<file path="config.mk">
export PLATFORM = sky130hd
export DESIGN_NAME = conv_unit_k1_mc
export DESIGN_NICKNAME = d
export VERILOG_FILES = /design/src/rtl/conv_pkg.sv /design/src/rtl/requant_sat.sv /design/src/rtl/conv_unit_k1_mc.sv
export SDC_FILE = /design/constraint.sdc
export NUM_CORES = 1
export LEC_CHECK = 0
export CAP_MARGIN = 20
export CORE_MARGIN = 5
export CORE_UTILIZATION = 48
export DETAILED_ROUTE_END_ITERATION = 10
export PLACE_DENSITY = 0.69
export REMOVE_ABC_BUFFERS = 1
export SYNTH_ARGS = -nofsm -noshare
export SYNTH_HDL_FRONTEND = slang
export SYNTH_SLANG_ARGS = --single-unit
</file>
<file path="constraint.sdc">
create_clock -name clk -period 7.62 [get_ports clk]
set_input_delay 0.762 -clock clk [delete_from_list [all_inputs] [get_ports clk]]
set_output_delay 0.762 -clock clk [all_outputs]
set_load 0.05 [all_outputs]
</file>
<file path="src/rtl/conv_pkg.sv">
// Shared definitions for the conv/FC datapath family: field widths and
// saturation bounds for an N-bit signed result.
package conv_pkg;

    localparam int SHIFT_W = 5;
    localparam int BIAS_W  = 32;

    function automatic int sat_max(input int n);
        return (1 << (n - 1)) - 1;
    endfunction

    function automatic int sat_min(input int n);
        return -(1 << (n - 1));
    endfunction

endpackage

</file>
<file path="src/rtl/requant_sat.sv">
// Combinational requantiser: optional round-half-up, arithmetic right shift,
// then clamp to the signed N-bit range or to [0, MAX] when relu_en is set.
module requant_sat
    import conv_pkg::*;
#(
    parameter int N     = 8,
    parameter int ACC_W = 32,
    parameter int ROUND = 1
) (
    input  logic [ACC_W-1:0]   acc,
    input  logic [SHIFT_W-1:0] shift,
    input  logic               relu_en,
    output logic [N-1:0]       dout
);

    localparam logic signed [ACC_W-1:0] MAX_V = ACC_W'(sat_max(N));
    localparam logic signed [ACC_W-1:0] MIN_V = ACC_W'(sat_min(N));

    logic signed [ACC_W-1:0] rnd;
    logic signed [ACC_W-1:0] sum;
    logic signed [ACC_W-1:0] shifted;
    logic signed [ACC_W-1:0] lo;
    logic signed [ACC_W-1:0] clamped;

    always_comb begin
        rnd = '0;
        if (ROUND != 0 && shift != '0) begin
            rnd = ACC_W'(1) << (shift - SHIFT_W'(1));
        end
        // sum wraps at ACC_W like the accumulator does
        sum     = $signed(acc) + rnd;
        shifted = sum >>> shift;
        lo      = relu_en ? '0 : MIN_V;
        clamped = shifted;
        if (shifted > MAX_V) begin
            clamped = MAX_V;
        end else if (shifted < lo) begin
            clamped = lo;
        end
        dout = clamped[N-1:0];
    end

endmodule

</file>
<file path="src/rtl/conv_unit_k1_mc.sv">
// Pointwise (1x1) convolution unit: three-stage product / accumulate / requant
// pipeline with a single global stall driven by the output handshake.
module conv_unit_k1_mc
    import conv_pkg::*;
#(
    parameter int N          = 8,
    parameter int CH_IN      = 4,
    parameter int INPUT_SIZE = 6,
    parameter int ACC_W      = 32,
    parameter int ROUND      = 1
) (
    input  logic               clk,
    input  logic               rst_n,
    input  logic               in_vld,
    output logic               in_rdy,
    input  logic [N-1:0]       input_din,
    input  logic [N-1:0]       weight_din,
    input  logic [BIAS_W-1:0]  bias_din,
    input  logic [SHIFT_W-1:0] shift_din,
    input  logic               relu_en,
    output logic [N-1:0]       conv_dout,
    output logic               conv_dout_vld,
    input  logic               conv_dout_rdy,
    output logic               conv_dout_last,
    output logic               busy
);

    localparam int FRAME = INPUT_SIZE * INPUT_SIZE;
    localparam int CH_W  = (CH_IN > 1) ? $clog2(CH_IN) : 1;
    localparam int PIX_W = (FRAME > 1) ? $clog2(FRAME) : 1;
    localparam logic [CH_W-1:0]  CH_LAST  = CH_W'(CH_IN - 1);
    localparam logic [PIX_W-1:0] PIX_LAST = PIX_W'(FRAME - 1);

    logic             en;
    logic             rdy_q;
    logic             beat;
    logic             ch_first;
    logic             ch_last;
    logic [CH_W-1:0]  ch_cnt;
    logic [PIX_W-1:0] pix_cnt;

    logic                      s1_vld;
    logic signed [2*N-1:0]     s1_prod;
    logic                      s1_first;
    logic                      s1_last;
    logic signed [BIAS_W-1:0]  s1_bias;
    logic [SHIFT_W-1:0]        s1_shift;
    logic                      s1_relu;

    logic                      s2_vld;
    logic                      s2_last;
    logic signed [ACC_W-1:0]   acc;
    logic [SHIFT_W-1:0]        s2_shift;
    logic                      s2_relu;

    logic [N-1:0]              rq_dout;

    assign en       = !conv_dout_vld || conv_dout_rdy;
    // rdy_q keeps in_rdy low while reset is asserted
    assign in_rdy   = rdy_q && en;
    assign beat     = in_vld && in_rdy;
    assign ch_first = (ch_cnt == '0);
    assign ch_last  = (ch_cnt == CH_LAST);

    assign conv_dout_last = conv_dout_vld && (pix_cnt == PIX_LAST);
    assign busy           = (ch_cnt != '0) || s1_vld || s2_vld || conv_dout_vld;

    always_ff @(posedge clk or negedge rst_n) begin
        if (!rst_n) begin
            rdy_q <= 1'b0;
        end else begin
            rdy_q <= 1'b1;
        end
    end

    always_ff @(posedge clk or negedge rst_n) begin
        if (!rst_n) begin
            ch_cnt <= '0;
        end else if (beat) begin
            ch_cnt <= ch_last ? '0 : ch_cnt + CH_W'(1);
        end
    end

    always_ff @(posedge clk or negedge rst_n) begin
        if (!rst_n) begin
            pix_cnt <= '0;
        end else if (conv_dout_vld && conv_dout_rdy) begin
            pix_cnt <= (pix_cnt == PIX_LAST) ? '0 : pix_cnt + PIX_W'(1);
        end
    end

    // Stage 1: product plus per-beat tags
    always_ff @(posedge clk or negedge rst_n) begin
        if (!rst_n) begin
            s1_vld   <= 1'b0;
            s1_prod  <= '0;
            s1_first <= 1'b0;
            s1_last  <= 1'b0;
            s1_bias  <= '0;
            s1_shift <= '0;
            s1_relu  <= 1'b0;
        end else if (en) begin
            s1_vld <= beat;
            if (beat) begin
                s1_prod  <= $signed(input_din) * $signed(weight_din);
                s1_first <= ch_first;
                s1_last  <= ch_last;
                s1_bias  <= $signed(bias_din);
                s1_shift <= shift_din;
                s1_relu  <= relu_en;
            end
        end
    end

    // Stage 2: accumulate; requant controls are taken from the channel-0 beat only
    always_ff @(posedge clk or negedge rst_n) begin
        if (!rst_n) begin
            s2_vld   <= 1'b0;
            s2_last  <= 1'b0;
            acc      <= '0;
            s2_shift <= '0;
            s2_relu  <= 1'b0;
        end else if (en) begin
            s2_vld  <= s1_vld;
            s2_last <= s1_vld && s1_last;
            if (s1_vld) begin
                if (s1_first) begin
                    acc      <= ACC_W'(s1_bias) + ACC_W'(s1_prod);
                    s2_shift <= s1_shift;
                    s2_relu  <= s1_relu;
                end else begin
                    acc <= acc + ACC_W'(s1_prod);
                end
            end
        end
    end

    requant_sat #(
        .N     (N),
        .ACC_W (ACC_W),
        .ROUND (ROUND)
    ) u_requant (
        .acc     (acc),
        .shift   (s2_shift),
        .relu_en (s2_relu),
        .dout    (rq_dout)
    );

    // Stage 3: output register
    always_ff @(posedge clk or negedge rst_n) begin
        if (!rst_n) begin
            conv_dout     <= '0;
            conv_dout_vld <= 1'b0;
        end else if (en) begin
            conv_dout_vld <= s2_vld && s2_last;
            if (s2_vld && s2_last) begin
                conv_dout <= rq_dout;
            end
        end
    end

endmodule

</file>
; ---- Yosys cells after proc, flatten, opt, wreduce, memory -nomap -nowiden
; Cells that the tools add are included.
; W data, S select, Z words.
[word_totals]
regBits = 115
in_bits = 58
out_inout_bits = 12
word_cells = 55
[op_classes]
addsub = 6
n_mul = 1
order_cmp = 2
eq_ne = 2
shifts = 2
mux = 7
reduce_logical = 18
[op_table]
columns = op, n
row1 = $mux W32, 3
row2 = $add A32 B16 Y32, 2
row3 = $add A32 B32 Y32, 1
row4 = $gt A32 B8 Y1 const B, 1
row5 = $lt A32 B32 Y1, 1
row6 = $shl A1 B5 Y32 const A, 1
row7 = $sshr A32 B5 Y32, 1
row8 = $mul A8 B8 Y16, 1
row9 = $mux W8, 2
row10 = $add A6 B1 Y6 const B, 1
row11 = $eq A6 B6 Y1 const B, 1
row12 = $logic_and A1 B1 Y1, 6
row13 = $mux W6, 1
row14 = $reduce_and A2 Y1, 3
row15 = $reduce_bool A5 Y1, 1
row16 = $sub A5 B1 Y5 const B, 1
row17 = $logic_or A1 B1 Y1, 4
row18 = $reduce_and A3 Y1, 1
row19 = $add A2 B1 Y2 const B, 1
row20 = $eq A2 B2 Y1 const B, 1
row21 = $logic_not A2 Y1, 1
row22 = $mux W2, 1
row23 = $reduce_bool A2 Y1, 1
row24 = $logic_not A1 Y1, 1

; ---- Logic depth before layout (Yosys ltp)
[logic_depth]
word_depth = 8
ltp_mapped = 36
depth_no_buf = 32

; ---- Cells and area by module
; Synthesis repeated with hierarchy kept, for this count alone.
[hier_totals]
hier_cells = 1712
area_unflattened_um2 = 14211.1
[by_module_without_submodules]
columns = module, instances, cells_each, area_each_um2, seq_area_each_um2
row1 = conv_unit_k1_mc, 1, 867, 8778.4, 2877.8
row2 = requant_sat, 1, 845, 5432.7, 0.0

; ---- Least setup slack after synthesis
; No wires, ideal clock.
[synth_path]
kind = register to register
from = reg s2_shift[2]
to = reg conv_dout[7]
setup_time_ps = 74
t_arrival_ps = 7036
path_slack_ps = 509
stages_incl_launch_ff = 34
cell_sequence = dfrtp_1 clkbuf_1 clkbuf_1 buf_1 clkbuf_1 buf_1 clkbuf_1 nand3_1 nor2_1 ha_1 clkbuf_1 o21a_1 a2111oi_2 o21ai_0 nor4_1 nor4_4 buf_4 a22oi_1 nand3_1 a221oi_1 ha_1 a21o_1 a21o_1 a21o_1 a21oi_1 nor2b_1 o21ai_0 nand2b_1 a21oi_1 or3_1 a41oi_1 a311oi_1 o21ai_0 a2bb2oi_2
[synth_between]
elab_chain_len = 8
[synth_rtl]
columns = element, line
row1 = from (decl), conv_unit_k1_mc.sv:53  ; logic [SHIFT_W-1:0] s2_shift;
row2 = from (signal assigned), conv_unit_k1_mc.sv:129  ; s2_shift <= s1_shift;
row3 = $sub A5 B1 Y5, requant_sat.sv:28  ; rnd = ACC_W'(1) << (shift - SHIFT_W'(1));
row4 = $shl A1 B5 Y32, requant_sat.sv:28
row5 = $mux W32, requant_sat.sv:27  ; if (ROUND != 0 && shift != '0) begin
row6 = $add A32 B32 Y32, requant_sat.sv:31  ; sum = $signed(acc) + rnd;
row7 = $sshr A32 B5 Y32 (*), requant_sat.sv:32  ; shifted = sum >>> shift;
row8 = $lt A32 B32 Y1, requant_sat.sv:37  ; end else if (shifted < lo) begin
row9 = $mux W8, requant_sat.sv:37
row10 = $mux W8 (*), requant_sat.sv:35  ; if (shifted > MAX_V) begin
row11 = to (signal assigned), conv_unit_k1_mc.sv:157  ; conv_dout <= rq_dout;
row12 = to (decl), conv_unit_k1_mc.sv:21  ; output logic [N-1:0] conv_dout,
; Every way passes the cells marked *; elsewhere a longest branch is shown, timed or not.
; A chain may end at the register's enable or synchronous reset.

; ---- Worst setup path in the final report
[layout_path]
from = reg s2_shift[2]
to = reg conv_dout[4]
; Same word-level chain as after synthesis.

==> metrics <==
status finished clean; TritonCTS clock tree yes; DR vias/cell 5.91; Register Area 2880 sq um; die span in y 178 microns; vias in the first global route 12132; grt met2 use 41.5%; final std cells w/o fill 2039; routed length per instance 18.0 microns; RD Place Congestion 0.959; worst endpoint required time 7.91 ns; final setup fails 0; I/O Buffers 69; RSZ-0062 raised after global routing no; mapped cell area 13500 sq um; Nets 1881; count of cell types in the netlist 94; CTS buffer count 17; hold_buf cts 0; sw frac 51.0%; maximum vdd ir drop 0.207 mV; reg-to-reg endpoint conv_dout[4]; Row Count 61; ant diodes 0; Top Ports 70; syn avg cell area 8.41 sq um; post-CTS resize count 0; clk_skew 0.0149 ns; CTS clk-pin slew, worst paths 0.07 ns; CP peak stage delay 0.52 ns; slowest cell on the critical path dfrtp_1; Yosys reg bits 115; cell mode on critical path a21o_1; drt pass-1 iters 5; GR Util met3 2.81%; post-layout min period 6.85 ns; clock network fraction of total power 12.4%; worst hold margin 0.332 ns; H-tree depth 4; final hold violations 0; fillers 2606; dpl ws 0.813 ns; switching power 0.00359 W; Cell Area, Placed 14600 sq um; slew margin rel. 38.0%; first-pass GRT wire length 61.2 mm; synth top area cells dfrtp_1 (21%), ha_1 (11%), fa_1 (8.4%), mux2_2 (7.8%), nand2_1 (4.9%); Main synth FF type dfrtp_1; Startpoint Class flip-flop; die area 31600 sq um; commonest non-fill, non-tap cell in the layout nand2_1; arrival time worst endpoint 7.14 ns; Comb power frac 73.4%; cell taking the most area after synthesis dfrtp_1; Mapped Cells 1605; max_cap viols 0; worst min path class primary input to async pin; met1 Use GR 30.6%; multi-input logic area 9930 sq um; kind of critical path flip-flop to flip-flop; Period Utilization, post-route 89.9%; FF-to-FF Start s2_shift[2]; fmax 146 MHz; Reg power frac 14.3%; commonest cells after routing, fill and taps aside nand2_1 (176), nor2_1 (146), ha_1 (118), dfrtp_1 (115), o21ai_0 (109); Post-synth EDFFs 0; Worst Setup End Kind flip-flop; CP Max Fanout 20; Pleak 6.80 nW; YS warnings 0; GRT Residual Overflow 0; reg2reg path depth 31; initial antenna violation count 0; initial core utilization 48.6%; P&R area growth vs syn 12.4%; fin. max-slew vios 0; Max clock buf depth 2; R2R setup slack 0.77 ns; routed via count 12041; Clock Sinks 115; largest net degree at the start of global routing 73; Finished Cell Area 15200 sq um; clock latency on the worst-skew pair 0.43 ns; final worst slack 0.768 ns; GR peak layer met2; DRT iter0 DRCs 1045; actual slew at the worst max-slew pin 0.923 ns; core area 27800 sq um; async set or reset register ratio after synthesis 100%; internal power 0.00345 W; DRC 0; Inst Count DP 2007; post-DP HPWL 28.7 mm; TNS Setup 0 ns; Die Wd 178 microns; clock root buffer clkbuf_16; final wirelength 36.7 mm; share of layout cells above drive strength 1 11.7%; register area share after synthesis 21.3%; post-synth top area share 21.3%; Post-DRT Antenna Nets 0; GRT Util Overall 23.7%; P per Cell Area 464 nW/um^2; Post-CTS Setup Repair Bufs 0
metrics by stage:
| stage | total power (W) | utilization (%) |
|---|---|---|
| finish | 0.00704 | 54.7 |
| CTS | 0.00702 | 54.7 |
| global route | 0.00770 | 54.7 |
| detailed placement | 0.00610 | 52.4 |
| global placement | 0.00602 | 52.4 |
| floorplan | 0.00477 | - |
kinds of logic (layout without fill, tap and decap cells):
kind of cell	Yosys count	count (layout)	synth area share, %
and+or+nand+nor	505	505	17.6
DFF	115	115	21.3
AOI/OAI and AO/OA	454	454	22.3
buffers and inverters	172	228	5.14
muxes	119	119	10.0
other	1	1	0.0278
adders and majority gates	175	175	19.4
xor gates and xnor gates	64	64	4.21
power groups by stage:
stage               combinational (W)  sequential, W  clock [W]
CTS                           0.00513        0.00101   0.000882
global route                  0.00576        0.00104   0.000908
detailed placement            0.00509        0.00102          0
floorplan                     0.00368        0.00109          0
global placement              0.00501        0.00101          0
finish                        0.00516        0.00101   0.000871
registers in the layout, summed over array words and instances (netlist names):
name / cells
acc: 32
ch_cnt: 2
conv_dout: 8
conv_dout_vld: 1
pix_cnt: 6
rdy_q: 1
s1_bias: 32
s1_first: 1
s1_last: 1
s1_prod: 16
s1_relu: 1
s1_shift: 5
s1_vld: 1
s2_last: 1
s2_relu: 1
s2_shift: 5
s2_vld: 1
critical path, delay by kind of cell, from the launching register on:
kind | cells | cell delay [ns]
AOI/OAI and AO/OA | 17 | 3.21
adders and majority gates | 2 | 0.66
buffers and inverters | 4 | 0.96
DFF | 1 | 0.52
and+or+nand+nor | 8 | 1.32
worst max-delay path by stage:
stage,startpoint,endpoint,slack (ns)
final,s2_shift[2],conv_dout[4],0.77
after global routing,s2_shift[2],conv_dout[4],0.14
after CTS,s2_shift[4],conv_dout[4],0.75
after detailed placement,s2_shift[4],conv_dout[4],0.81
after global placement,s2_shift[4],conv_dout[4],0.90
after floorplan,s2_shift[0],conv_dout[4],0.39
routing by layer:
metal	part of all wire, %	up-vias
li1	-	5830
met1	43	5786
met2	49	360
met3	4.6	65
met4	2.7	0
met5	0	-
Yosys cell counts (all sizes together), types with 19 or more instances:
library cell    n
fa             57
a21oi          96
clkbuf         45
and2           49
a211oi         24
inv            96
nand2         178
nor2          147
xor2           22
o21ai         127
buf            30
a21o           36
dfrtp         115
mux2           95
mux2i          21
nand2b         19
xnor2          42
ha            118
nor3           23
nand3          20
layout make-up:
cell class,count,share of cell area [%]
Inverter,97,2.40
Tap cell,378,3.11
Sequential cell,115,19.0
Clock buffer,17,2.80
Timing Repair Buffer,99,6.02
Multi-Input combinational cell,1318,65.4
Clock inverter,15,1.29
Power figures use the tool's default switching activity.
